<file path="src/rtl/apb_pkg.sv">
// Shared APB master types: adapter FSM state encoding and the response status record.
package apb_pkg;

   typedef enum logic [1:0] {
      ST_IDLE   = 2'd0,
      ST_SETUP  = 2'd1,
      ST_ACCESS = 2'd2,
      ST_RESP   = 2'd3
   } apb_state_e;

   // rdata is kept beside this record because its width is a module parameter.
   typedef struct packed {
      logic err;
      logic timeout;
   } apb_rsp_t;

endpackage

</file>
<file path="src/rtl/apb_master_adapter.sv">
// Valid/ready request to APB master bridge: one transfer at a time, 3-cycle back-to-back
// throughput, optional ACCESS-phase timeout that completes the transfer with an error.
module apb_master_adapter
   import apb_pkg::*;
#(
   parameter int D_WIDTH        = 32,
   parameter int A_WIDTH        = 12,
   parameter int TIMEOUT_CYCLES = 255
) (
   input  logic                 pclk,
   input  logic                 presetn,
   input  logic                 req_valid,
   output logic                 req_ready,
   input  logic                 req_write,
   input  logic [A_WIDTH-1:0]   req_addr,
   input  logic [D_WIDTH-1:0]   req_wdata,
   input  logic [D_WIDTH/8-1:0] req_strb,
   output logic                 rsp_valid,
   output logic [D_WIDTH-1:0]   rsp_rdata,
   output logic                 rsp_err,
   output logic                 rsp_timeout,
   output logic [A_WIDTH-1:0]   paddr,
   output logic                 psel,
   output logic                 penable,
   output logic                 pwrite,
   output logic [D_WIDTH-1:0]   pwdata,
   output logic [D_WIDTH/8-1:0] pstrb,
   input  logic [D_WIDTH-1:0]   prdata,
   input  logic                 pready,
   input  logic                 pslverr
);

   localparam int STRB_W = D_WIDTH / 8;
   localparam int CNT_W  = (TIMEOUT_CYCLES > 0) ? $clog2(TIMEOUT_CYCLES + 1) : 1;

   apb_state_e           state_q, state_d;
   logic [A_WIDTH-1:0]   addr_q, addr_d;
   logic                 write_q, write_d;
   logic [D_WIDTH-1:0]   wdata_q, wdata_d;
   logic [STRB_W-1:0]    strb_q, strb_d;
   logic [D_WIDTH-1:0]   rdata_q, rdata_d;
   apb_rsp_t             rsp_q, rsp_d;
   logic [CNT_W-1:0]     cnt_q, cnt_d;
   logic                 accept;
   logic                 timeout_hit;

   // The cycle that would bring the counter to TIMEOUT_CYCLES is the last ACCESS cycle.
   generate
      if (TIMEOUT_CYCLES > 0) begin : g_timeout
         assign timeout_hit = (cnt_q == CNT_W'(TIMEOUT_CYCLES - 1));
      end else begin : g_no_timeout
         assign timeout_hit = 1'b0;
      end
   endgenerate

   assign req_ready = presetn && ((state_q == ST_IDLE) || (state_q == ST_RESP));
   assign accept    = req_valid && req_ready;

   always_comb begin
      state_d = state_q;
      addr_d  = addr_q;
      write_d = write_q;
      wdata_d = wdata_q;
      strb_d  = strb_q;
      rdata_d = rdata_q;
      rsp_d   = rsp_q;
      cnt_d   = cnt_q;
      unique case (state_q)
         ST_IDLE, ST_RESP: begin
            if (accept) begin
               state_d = ST_SETUP;
               addr_d  = req_addr;
               write_d = req_write;
               wdata_d = req_write ? req_wdata : '0;
               strb_d  = req_write ? req_strb : '0;
               cnt_d   = '0;
            end else begin
               state_d = ST_IDLE;
            end
         end
         ST_SETUP: state_d = ST_ACCESS;
         ST_ACCESS: begin
            if (pready) begin
               state_d = ST_RESP;
               rdata_d = write_q ? '0 : prdata;
               rsp_d   = '{err: pslverr, timeout: 1'b0};
            end else begin
               cnt_d = cnt_q + CNT_W'(1);
               if (timeout_hit) begin
                  state_d = ST_RESP;
                  rdata_d = '0;
                  rsp_d   = '{err: 1'b1, timeout: 1'b1};
               end
            end
         end
         default: state_d = ST_IDLE;
      endcase
   end

   always_ff @(posedge pclk or negedge presetn) begin
      if (!presetn) begin
         state_q <= ST_IDLE;
         addr_q  <= '0;
         write_q <= 1'b0;
         wdata_q <= '0;
         strb_q  <= '0;
         rdata_q <= '0;
         rsp_q   <= '0;
         cnt_q   <= '0;
      end else begin
         state_q <= state_d;
         addr_q  <= addr_d;
         write_q <= write_d;
         wdata_q <= wdata_d;
         strb_q  <= strb_d;
         rdata_q <= rdata_d;
         rsp_q   <= rsp_d;
         cnt_q   <= cnt_d;
      end
   end

   assign psel        = (state_q == ST_SETUP) || (state_q == ST_ACCESS);
   assign penable     = (state_q == ST_ACCESS);
   assign paddr       = addr_q;
   assign pwrite      = write_q;
   assign pwdata      = wdata_q;
   assign pstrb       = strb_q;
   assign rsp_valid   = (state_q == ST_RESP);
   assign rsp_rdata   = rdata_q;
   assign rsp_err     = rsp_q.err;
   assign rsp_timeout = rsp_q.timeout;

endmodule

</file>
<file path="config.mk">
export PLATFORM = sky130hd
export DESIGN_NAME = apb_master_adapter
export DESIGN_NICKNAME = d
export VERILOG_FILES = /design/src/rtl/apb_pkg.sv /design/src/rtl/apb_master_adapter.sv
export SDC_FILE = /design/constraint.sdc
export NUM_CORES = 1
export LEC_CHECK = 0
export CORE_MARGIN = 2
export CORE_UTILIZATION = 40
export CTS_BUF_LIST = sky130_fd_sc_hd__clkbuf_8
export DETAILED_ROUTE_END_ITERATION = 10
export PLACE_DENSITY = 0.78
export SLEW_MARGIN = 30
export SYNTH_ARGS = -nofsm -noshare
export SYNTH_HDL_FRONTEND = slang
export SYNTH_SLANG_ARGS = --single-unit
</file>
<file path="constraint.sdc">
create_clock -name pclk -period 4.6 [get_ports pclk]
set_input_delay 1.38 -clock pclk [delete_from_list [all_inputs] [get_ports pclk]]
set_output_delay 1.38 -clock pclk [all_outputs]
set_load 0.01 [all_outputs]
</file>
==> summary.txt <==
run status: finished clean
endpoints failing setup: 0
Max Slew Vio Count: 0
Yosys warnings: 0
setup TNS: 0 ns
max incr delay on CP: 0.54 ns
Die Y: 101 µm
P_leak: 0.00254 µW
Gate power share: 44.4%
final worst-path setup slack: 1.10 ns
antenna violations before repair: 0
First DRT Iteration DRCs: 109
Clock Skews: 0.0145 ns
WP buf/inv: 2
vias in the first global route: 3089
final hold vios: 0
Setup WS pre-CTS: 1.10 ns
GRT overflow: 0
Worst slew margin: 57.3%
worst hold start: pwdata[27]
die area: 10200 µm²
top cells by area, synth: dfrtp_1 62%, nand2_1 7.6%, a22o_1 7.0%, o21ai_0 5.2%, mux2_2 4.2%
Net Sw Frac: 33.2%
CTS tree: built
clock sinks: 93
vias per cell: 5.06
Unique masters post-synth: 34
clock tree buffer depth: 2
largest fanout on the critical path: 2
H-tree depth: 3
clock root buffer: clkbuf_8
DRC viols: 0
Final min period: 3.50 ns
hold depth: 2
R2R cell count: 6
Tot GR Track Use: 18.6%
Clock transition at path regs: 0.08 ns
max frequency: 285 MHz
largest net degree at the start of global routing: 51
most area-hungry cell type in the Yosys netlist: dfrtp_1
cell-internal power: 2160 µW
HPWL Detailed: 6.89 mm
flops & latches, synth: 93
crit path DAT: 2.12 ns
MaxCap Viol Count: 0
CTS Buf Count: 9
FP Rows: 35
share of cells above drive strength 1: 9.20%
Initial Utilization: 41.0%
crit path kind: in -> out
synthesized area: 3770 µm²
hold_buf cts: 0
first-pass GRT wire length: 15.2 mm
Core Area: 9200 µm²
final WL: 9.48 mm
VDD IR max: 0.000255 V
average cell area after synthesis: 11.5 µm²
R2R Setup Slk: 2.52 ns
Setup crit end kind: output pin
unrepaired setup endpoints after global routing: false
diode count: 0
Syn Nets: 419
Avg WL per Cell: 15.5 µm
Worst R2R End: cnt_q[7]
top cell type's share of synthesized area: 61.7%
ratio of final minimum period to clock period: 76.1%
Post-CTS Repair Setup Buffers: 0
critical path launch point type: input port
Crit path max-delay family: buffers and inverters
sequential fraction of design power: 39.4%
Worst Max-Slew Pin Slew: 0.640 ns
NetSw: 1070 µW
post-cts sizing count: 0
Initial DRT Pass Iterations: 4
Data required, critical path: 3.22 ns
Power Dens Cells: 564 nW/µm²
port bufs: 172
Clk pwr share: 16.2%
final RePlAce weighted congestion: 0.816
hold crit path type: reg -> reg
worst skew pair latency: 0.33 ns
I/O pins: 173
slowest CP cell: clkdlybuf4s50_1
Hold Crit Endpoint: pwdata[27]
sequential area share after synthesis: 61.7%
NumNets Final: 587
Antenna Nets Post-Route: 0
Chip Width: 101 µm
reg2reg start: state_q[0]
Vias: 3092
critical path cell sequence: buf_4 -> and2_1 -> clkdlybuf4s50_1
synthesized instance count: 328
Synth-to-Final Area Change: 52.1%
==> flip-flops by register name, summed over array words and instances (netlist names) <==
register     cells
cnt_q            8
paddr           12
pstrb            4
pwdata          32
pwrite           1
rsp_err          1
rsp_rdata       32
rsp_timeout      1
state_q          2
==> Yosys cell counts <==
| master | n |
|---|---|
| a41oi_1 | 1 |
| dfrtp_1 | 93 |
| a21boi_2 | 1 |
| o21ai_1 | 3 |
| ha_1 | 5 |
| or2_2 | 1 |
| nor2_1 | 3 |
| and2_1 | 1 |
| nor4_4 | 1 |
| nand4_4 | 1 |
| a22o_2 | 2 |
| a22o_1 | 30 |
| buf_6 | 3 |
| nand2_1 | 76 |
| nand4b_1 | 1 |
| nand2_4 | 1 |
| a211oi_1 | 1 |
| nand3_1 | 6 |
| o31ai_1 | 1 |
| buf_4 | 4 |
| and3_1 | 1 |
| inv_2 | 1 |
| o21bai_4 | 1 |
| nand3b_1 | 2 |
| mux2i_1 | 1 |
| clkbuf_1 | 6 |
| nor3b_4 | 1 |
| o21ai_0 | 39 |
| inv_1 | 6 |
| a211o_1 | 1 |
| a21oi_1 | 9 |
| a31oi_1 | 4 |
| buf_2 | 7 |
| mux2_2 | 14 |
==> cells in the final DEF (no fill, tap or decap), types with 3 or more instances in the layout <==
| master | instances |
|---|---|
| dfrtp_1 | 93 |
| a21oi_1 | 9 |
| a31oi_1 | 4 |
| ha_1 | 5 |
| nor2_1 | 3 |
| clkbuf_8 | 9 |
| buf_4 | 6 |
| nand3_1 | 5 |
| nand2_1 | 76 |
| o21ai_1 | 3 |
| clkdlybuf4s50_1 | 170 |
| inv_1 | 7 |
| o21ai_0 | 39 |
| mux2_2 | 14 |
| a22o_1 | 30 |
==> power groups by stage <==
stage / Combinational (µW) / Sequential, µW / Clock, µW
2_1_floorplan: 539 / 1400 / 0
3_3_place_gp: 1410 / 1270 / 0
3_5_place_dp: 1450 / 1290 / 0
4_1_cts: 1450 / 1280 / 545
5_1_grt: 1550 / 1310 / 582
6_report: 1440 / 1270 / 523
==> layout make-up <==
| type | instances | area, µm² |
|---|---|---|
| Clock buffer | 9 | 124 |
| Clock inverter | 6 | 66.3 |
| Fill cell | 760 | 3460 |
| Inverter | 7 | 26.3 |
| Multi-Input combinational cell | 208 | 1300 |
| Sequential cell | 93 | 2330 |
| Tap cell | 111 | 139 |
| Timing Repair Buffer | 177 | 1750 |
==> tightest hold or removal path, delay by kind of cell (launching register included) <==
family / cells / cell delay, ns
AOI/OAI and AO/OA: 1 / 0.06
DFF: 1 / 0.35
and+or+nand+nor: 1 / 0.04
==> metrics by stage <==
| stage | utilization [%] | total power, µW | area (µm²) | hold slack (ns) | cells |
|---|---|---|---|---|---|
| finish | 62.4 | 3230 | 5740 | 0.486 | 611 |
| global route | 62.4 | 3450 | 5740 | 0.517 | 611 |
| CTS | 62.4 | 3270 | 5740 | 0.490 | 611 |
| detailed placement | 60.3 | 2730 | 5550 | 0.470 | 596 |
| global placement | 60.4 | 2690 | 5550 | 0.463 | 596 |
| floorplan | - | 1940 | 3770 | 0.451 | 328 |
==> how the worst max path moves through the flow <==
stage / start / end / slack [ns] / depth (start not counted)
after floorplan: presetn / req_ready / 1.69 / 1
after global placement: presetn / req_ready / 1.10 / 3
after detailed placement: presetn / req_ready / 1.10 / 3
after CTS: presetn / req_ready / 1.09 / 3
after global routing: presetn / req_ready / 1.06 / 3
final: presetn / req_ready / 1.10 / 3
==> cells by family after synthesis <==
logic type	synth area share, %
and+or+nand+nor	11.7
DFF	61.7
AOI/OAI and AO/OA	16.6
buffers and inverters	3.91
muxes	4.44
adders and majority gates	1.66
==> metal layers <==
| layer | global-route usage [%] | routed length, µm | up-vias |
|---|---|---|---|
| met1 | 24.6 | 4100 | 1484 |
| met2 | 30.7 | 4570 | 122 |
| met3 | 4.58 | 678 | 10 |
| met4 | 4.99 | 133 | 0 |
| li1 | - | - | 1476 |
| met5 | 0 | 0 | - |
Note: power is estimated with default switching activity, not from simulation.
